==> src/rtl/hazard_stall_controller.sv <==
// Hazard unit for the 5-stage MIPS pipeline: forwarding, stall/flush control,
// multi-cycle data-memory wait sequencing with timeout, and stall statistics.
module hazard_stall_controller #(
  parameter int RF_ADDR_WIDTH   = 5,
  parameter int MEM_TIMEOUT     = 16,
  parameter int STALL_CNT_WIDTH = 16
) (
  input  logic                       i_CLK,
  input  logic                       i_RST,
  input  logic [RF_ADDR_WIDTH-1:0]   i_RsD,
  input  logic [RF_ADDR_WIDTH-1:0]   i_RtD,
  input  logic [RF_ADDR_WIDTH-1:0]   i_RsE,
  input  logic [RF_ADDR_WIDTH-1:0]   i_RtE,
  input  logic [RF_ADDR_WIDTH-1:0]   i_WriteRegE,
  input  logic [RF_ADDR_WIDTH-1:0]   i_WriteRegM,
  input  logic [RF_ADDR_WIDTH-1:0]   i_WriteRegW,
  input  logic                       i_RegWriteE,
  input  logic                       i_RegWriteM,
  input  logic                       i_RegWriteW,
  input  logic [1:0]                 i_MemtoRegE,
  input  logic [1:0]                 i_MemtoRegM,
  input  logic                       i_BranchD,
  input  logic                       i_PCSrcD,
  input  logic                       i_DMemReqM,
  input  logic                       i_DMemAckM,
  output logic [1:0]                 o_ForwardAE,
  output logic [1:0]                 o_ForwardBE,
  output logic                       o_ForwardAD,
  output logic                       o_ForwardBD,
  output logic                       o_StallF,
  output logic                       o_StallD,
  output logic                       o_StallE,
  output logic                       o_StallM,
  output logic                       o_FlushD,
  output logic                       o_FlushE,
  output logic                       o_FlushW,
  output logic                       o_MemErr,
  output logic [STALL_CNT_WIDTH-1:0] o_StallCycles
);

  localparam int WCW = $clog2(MEM_TIMEOUT);
  localparam logic [WCW-1:0] WC_LAST = WCW'(MEM_TIMEOUT - 1);

  typedef enum logic [1:0] {
    IDLE,
    WAIT,
    ERR
  } state_e;

  state_e                     state_q, state_d;
  logic [WCW-1:0]             wait_cnt_q, wait_cnt_d;
  logic                       mem_err_q, mem_err_d;
  logic [STALL_CNT_WIDTH-1:0] stall_cnt_q, stall_cnt_d;

  logic wre_nz, wrm_nz, wrw_nz;
  logic m_rse, w_rse, m_rte, w_rte;
  logic e_dep, m_dep;
  logic lwstall, branchstall, memstall;

  // Register 0 is hardwired, so it never creates a dependency
  assign wre_nz = |i_WriteRegE;
  assign wrm_nz = |i_WriteRegM;
  assign wrw_nz = |i_WriteRegW;

  assign m_rse = i_RegWriteM && wrm_nz && (i_WriteRegM == i_RsE);
  assign w_rse = i_RegWriteW && wrw_nz && (i_WriteRegW == i_RsE);
  assign m_rte = i_RegWriteM && wrm_nz && (i_WriteRegM == i_RtE);
  assign w_rte = i_RegWriteW && wrw_nz && (i_WriteRegW == i_RtE);

  assign o_ForwardAE = m_rse ? 2'b10 : (w_rse ? 2'b01 : 2'b00);
  assign o_ForwardBE = m_rte ? 2'b10 : (w_rte ? 2'b01 : 2'b00);

  assign o_ForwardAD = i_RegWriteM && wrm_nz && (i_WriteRegM == i_RsD);
  assign o_ForwardBD = i_RegWriteM && wrm_nz && (i_WriteRegM == i_RtD);

  assign e_dep = wre_nz &&
                 ((i_WriteRegE == i_RsD) || (i_WriteRegE == i_RtD));
  assign m_dep = wrm_nz &&
                 ((i_WriteRegM == i_RsD) || (i_WriteRegM == i_RtD));

  assign lwstall     = (i_MemtoRegE == 2'b01) && e_dep;
  assign branchstall = i_BranchD &&
                       ((i_RegWriteE && e_dep) ||
                        ((i_MemtoRegM == 2'b01) && m_dep));
  assign memstall    = (state_q == ERR) ||
                       (i_DMemReqM && !i_DMemAckM);

  always_comb begin
    o_StallF = 1'b0;
    o_StallD = 1'b0;
    o_StallE = 1'b0;
    o_StallM = 1'b0;
    o_FlushD = 1'b0;
    o_FlushE = 1'b0;
    o_FlushW = 1'b0;
    if (memstall) begin
      // Freeze F..M; Writeback drains and then takes bubbles
      o_StallF = 1'b1;
      o_StallD = 1'b1;
      o_StallE = 1'b1;
      o_StallM = 1'b1;
      o_FlushW = 1'b1;
    end else if (lwstall || branchstall) begin
      o_StallF = 1'b1;
      o_StallD = 1'b1;
      o_FlushE = 1'b1;
    end else begin
      o_FlushD = i_PCSrcD;
    end
  end

  always_comb begin
    state_d    = state_q;
    wait_cnt_d = wait_cnt_q;
    mem_err_d  = mem_err_q;
    case (state_q)
      IDLE: begin
        if (i_DMemReqM && !i_DMemAckM) begin
          state_d    = WAIT;
          wait_cnt_d = WCW'(1);
        end
      end
      WAIT: begin
        if (i_DMemAckM || !i_DMemReqM) begin
          state_d    = IDLE;
          wait_cnt_d = '0;
        end else if (wait_cnt_q == WC_LAST) begin
          state_d   = ERR;
          mem_err_d = 1'b1;
        end else begin
          wait_cnt_d = wait_cnt_q + WCW'(1);
        end
      end
      ERR:     state_d = ERR;
      default: state_d = IDLE;
    endcase
  end

  always_comb begin
    stall_cnt_d = stall_cnt_q;
    if (o_StallF && (stall_cnt_q != '1)) begin
      stall_cnt_d = stall_cnt_q + STALL_CNT_WIDTH'(1);
    end
  end

  always_ff @(posedge i_CLK or negedge i_RST) begin
    if (!i_RST) begin
      state_q     <= IDLE;
      wait_cnt_q  <= '0;
      mem_err_q   <= 1'b0;
      stall_cnt_q <= '0;
    end else begin
      state_q     <= state_d;
      wait_cnt_q  <= wait_cnt_d;
      mem_err_q   <= mem_err_d;
      stall_cnt_q <= stall_cnt_d;
    end
  end

  assign o_MemErr      = mem_err_q;
  assign o_StallCycles = stall_cnt_q;

endmodule

==> config.mk <==
export PLATFORM = sky130hd
export DESIGN_NAME = hazard_stall_controller
export DESIGN_NICKNAME = d
export VERILOG_FILES = /design/src/rtl/hazard_stall_controller.sv
export SDC_FILE = /design/constraint.sdc
export NUM_CORES = 1
export LEC_CHECK = 0
export ABC_AREA = 1
export BUFFER_PORTS_ARGS = -buffer_cell sky130_fd_sc_hd__buf_4
export CORE_ASPECT_RATIO = 0.7
export CORE_MARGIN = 8
export CORE_UTILIZATION = 50
export CTS_BUF_LIST = sky130_fd_sc_hd__clkbuf_8 sky130_fd_sc_hd__clkbuf_16
export DETAILED_ROUTE_END_ITERATION = 7
export HOLD_SLACK_MARGIN = 0.08
export PLACE_DENSITY_LB_ADDON = 0.2
export SLEW_MARGIN = 20
export SYNTH_ARGS = -nofsm -noshare
export SYNTH_HDL_FRONTEND = slang
export SYNTH_SLANG_ARGS = --single-unit
==> constraint.sdc <==
create_clock -name i_CLK -period 1.72 [get_ports i_CLK]
set_input_delay 0.258 -clock i_CLK [delete_from_list [all_inputs] [get_ports i_CLK]]
set_output_delay 0.258 -clock i_CLK [all_outputs]
set_load 0.1 [all_outputs]
---- After elaboration in Yosys (flattened, before gate mapping) ----
Index checks and enable logic that the tools add are counted.
storage, ports and cells
  word-level logic and storage cells ...... 74
  output and inout port bits .............. 30
  register bits after elaboration ......... 23
operators by class
  eq/ne operators ......................... 17
  reduce and logical (&&, ||, !) cells .... 32
  $add $sub $neg .......................... 2
  multiplexer cells ....................... 18
  bitwise logic cells ..................... 1
operators by type and width
  kind                     count
  $eq A5 B5 Y1             8
  $add A16 B1 Y16 const B  1
  $logic_and A1 B1 Y1      16
  $ne A16 B16 Y1 const B   1
  $reduce_or A5 Y1         3
  $mux W4                  3
  $mux W2                  5
  $mux W1                  8
  $pmux W4 S2              1
  $eq A2 B1 Y1 const B     3
  $logic_or A1 B1 Y1       6
  $ne A3 B3 Y1 const B     2
  $pmux W2 S3              1
  $reduce_and A3 Y1        2
  $add A4 B1 Y4 const B    1
  $eq A4 B4 Y1 const B     1
  $eq A2 B2 Y1 const B     1
  $logic_not A1 Y1         2
  $logic_not A2 Y1         1
  $ne A2 B2 Y1 const B     1
  $reduce_and A2 Y1        1
  $reduce_bool A2 Y1       1
  $not A1 Y1               1

---- Longest topological paths before layout ----
  depth in word-level cells ............... 10
  depth in mapped cells ................... 13

---- Worst setup path after synthesis ----
Ideal clock, no wire load.
  kind .................................... register to output
  start ................................... reg state_q[1]
  end ..................................... out o_FlushD
  stages on the path, launching flop included .. 7
  arrival time ............................ 2.992 ns
  slack ................................... -1.530 ns
  path buffers ............................ 1
  cells stage by stage .................... dfrtp_1 nand2_1 nand2_1 inv_1 nand3_4 buf_6 nor2_1
between the ends
  cells in the longest elaborated chain, start to end .. 3
ends and longest elaborated chain
  element                 RTL line  RTL
  start, declared         50        state_e state_q, state_d;
  start signal, assigned  153       state_q <= state_d;
  $eq A2 B2 Y1            85        assign memstall = (state_q == ERR) ||
  $logic_or A1 B1 Y1      85
  $mux W1                 96        if (memstall) begin
  end, declared           34        output logic o_FlushD,
No other way between the ends.

---- Final worst setup path ----
  start ................................... in i_WriteRegM[0]
  end ..................................... out o_ForwardAE[0]
between the ends
  cells in the longest elaborated chain, start to end .. 4
  elaborated cells on any way between the ends .. 5
  classes of those cells .................. eq/ne (1); mux (1); reduce/logical (3)
ends and longest elaborated chain
  element                RTL line  RTL
  start, declared        15        input logic [RF_ADDR_WIDTH-1:0] i_WriteRegM,
  $reduce_or A5 Y1       62        assign wrm_nz = |i_WriteRegM;
  $logic_and A1 B1 Y1    65        assign m_rse = i_RegWriteM && wrm_nz && (i_WriteRegM == i_RsE);
  $logic_and A1 B1 Y1 *  65
  $mux W2 *              70        assign o_ForwardAE = m_rse ? 2'b10 : (w_rse ? 2'b01 : 2'b00);
  end, declared          26        output logic [1:0] o_ForwardAE,
Every way passes the cells marked *; elsewhere a longest branch is shown, timed or not.

==> impl_metrics.toml <==
[run_status]
status = "completed"

[global_routing]
met1_usage_pct = 21.8
met2_usage_pct = 32.8
grt_busiest_layer = "met2"
use_met3_pct = 4.65
antenna_found_initial = 0
groute.usage.overall_pct = 18.1
grt_pass1_wl_um = 9940
overflow = 0
grt_pass1_vias = 2251
grt_max_degree = 24

[detailed_routing]
avgViaCountPerCell = 4.94
drc = 0
routedWlPerCell_um = 12.8
ant_nets = 0
drt_first_pass_iters = 4
drtIter0Drc = 141
vias = 2273
drt_wl_total_um = 5880

[worst_setup_path]
worst-r2r-cell-count = 9
startpoint_type = "primary input"
timing.rr.end = "o_StallCycles[11]$_DFFE_PN0P_"
timing.rr.start = "o_StallCycles[1]$_DFFE_PN0P_"
critPathArrivalTime_ns = 1.43
critPathCaptureType = "output port"
worstPathMaxFanout = 6
r2r_slack_ns = 0.11
cp.required_ns = 1.46
path_class = "primary input to output port"

[synthesis]
yosysTopAreaCell = "dfrtp_1"
synth_edf_count = 0
ys_ff_latch = 23
async_reset_ff_share_pct = 100
ys_warn_count = 0
yosys-top-cells-count = "nand2_1 (112), inv_1 (39), nand3_1 (31)"
synth_nets = 372
synth_area_per_cell_um2 = 6.37
synth_area_leaders = "dfrtp_1 (28%), nand2_1 (21%), xnor2_1 (7.7%)"
synth_ff_type = "dfrtp_1"
synthDistinctLibCells = 23
yosysMostFrequentCell = "nand2_1"
yosysTopAreaCellShare_pct = 28.1
synthCells = 322
yosysSeqAreaShare_pct = 28.1
syn_area_um2 = 2050

[floorplanning]
rows = 19
dieArea_um2 = 6440
die_width_um = 92.5
initial_core_util_pct = 52.3
core_area_um2 = 3920
ios = 78
die_y_um = 69.6

[pwr]
leakage_nw = 1.53
power_density_nw_per_um2 = 398
ir_worst_vdd_v = 0.000383
total_power_mw = 1.20

[place]
place_inst = 451
port_buffers = 77
globalplace.congestion = 0.853
post-dp-hpwl_um = 4820
dp_slack_ns = -0.0270
place_area_um2 = 2800

[cells_and_area]
n_antenna_cell = 0
area_delta_synth_final_pct = 46.9
drive_gt1_share_pct = 36.3
instances_no_fill = 460
utilization_pct = 76.8
num-nets-final = 459
postLayoutCellArea_um2 = 3010

[timing]
worst_pin_slew_ns = 0.509
finalCritPeriodShare_pct = 98.0
hold_ws_ns = 0.406
rsz0062_at_grt = "yes"
min_period_ns = 1.69
setup_slack_ns = 0.0347
skew_ns = 0.00208
relSlewSlack_pct = 65.8
fmax_mhz = 593
hold_viol_final = 0
final-max-slew-violation-count = 0
setup_viol = 0
finalSetupTns_ns = 0

[run]
maxCapViolCount = 0

[clocking]
clk_path_buf_depth = 2
cts_sinks = 23
cts_tree = "done"
cts.clk_slew.worst_paths_ns = 0.09
cts-root-buf = "clkbuf_8"
clkLatencyLatePin_ns = 0.27
htreeDepth = 1
numCtsBuffers = 3

[min_path]
hp-class = "primary input to asynchronous set/reset pin"
[per-layer routing]
layer  vias up  share of wire (%)
met5         -                  0
met4         0               0.17
met3         2                6.1
met2        61                 51
met1      1047                 43
li1       1163                  -
[critical path, cell delays in order]
cell and delay [ns]:
buf_4 0.15, nor2_1 0.10, nand4_1 0.12, nand2_1 0.23, nor4_4 0.07, buf_4 0.15
nor3_4 0.11, buf_6 0.24
[where the power goes]
| group | switching [mW] | internal [mW] |
|---|---|---|
| clock network | 0.185 | 0.164 |
| logic | 0.164 | 0.146 |
| registers | 0 | 0.540 |
| total | 0.349 | 0.850 |
[logic make-up (layout without fill, tap and decap cells)]
logic type                 Yosys count  in the layout  share of synthesized area, %
and+or+nand+nor                    197            198                          41.6
buffers and inverters               59            144                          13.1
xor gates and xnor gates            32             32                          13.7
DFF                                 23             23                          28.1
AOI/OAI and AO/OA                    9              9                          2.38
adders and majority gates            2              2                          1.22
[layout by cell type, fill, tap and decap left out]
| cell type | Yosys | layout |
|---|---|---|
| nand3_4 | 1 | 3 |
| xor2_1 | 14 | 14 |
| buf_4 | 5 | 86 |
| nor2_1 | 29 | 24 |
| nand3_1 | 31 | 29 |
| nor3_4 | 0 | 1 |
| a21oi_1 | 5 | 4 |
| buf_6 | 3 | 4 |
| ha_4 | 0 | 1 |
| inv_2 | 8 | 10 |
| nor4_4 | 0 | 2 |
| dfrtp_4 | 0 | 5 |
| o21ai_0 | 3 | 3 |
| dlygate4sd3_1 | 0 | 1 |
| nand2_1 | 112 | 109 |
| inv_4 | 0 | 1 |
| ha_1 | 2 | 1 |
| nor2_2 | 2 | 3 |
| clkbuf_8 | 0 | 3 |
| buf_12 | 0 | 2 |
| nor3_1 | 9 | 7 |
| xnor2_1 | 18 | 18 |
| dfrtp_1 | 23 | 7 |
| dfrtp_2 | 0 | 11 |
| nand4_1 | 6 | 6 |
| a22o_1 | 1 | 1 |
| nor2_4 | 1 | 5 |
| nor3_2 | 0 | 1 |
| nand2_4 | 0 | 1 |
| nand2_8 | 0 | 1 |
| a21oi_4 | 0 | 1 |
| nand2_2 | 2 | 3 |
| inv_1 | 39 | 36 |
| clkinvlp_4 | 0 | 1 |
| nand3_2 | 2 | 3 |
[flip-flops by register name (all words and copies together), names as in the netlist]
name and cells:
o_StallCycles 16, wait_cnt_q 4, state_q 2, o_MemErr 1
[worst max-delay path by stage]
stage,cells past startpoint,startpoint,slack (ns),to
final,8,i_WriteRegM[0],0.03,o_ForwardAE[0]
after CTS,6,state_q[1]$_DFFE_PN0P_,-0.02,o_FlushD
after global placement,9,i_RsD[1],0.0009,o_FlushE
after global routing,11,o_StallCycles[1]$_DFFE_PN0P_,-0.04,o_StallCycles[3]$_DFFE_PN0P_
after detailed placement,10,i_WriteRegE[0],-0.03,o_FlushE
after floorplan,11,i_WriteRegM[1],-0.19,o_FlushD
[repair_timing]
action | in CTS | in global routing
setup buffers | 0 | 3
endpoints found under the setup margin | 5 | 22
cloned | 0 | 1
pin swaps | 0 | 4
hold buffers | 1 | 0
endpoints found under the hold margin | 23 | 0
resized for setup | 5 | 22
[area by class of cell]
class,instances,area [µm²]
timing repair buffer,93,741
tap,52,65.1
sequential,23,608
clock inverter,1,7.51
inverter,47,179
clock buffer,3,41.3
fill,308,910
multi-input combinational,241,1370
No activity file was read; power rests on OpenSTA's default activity.
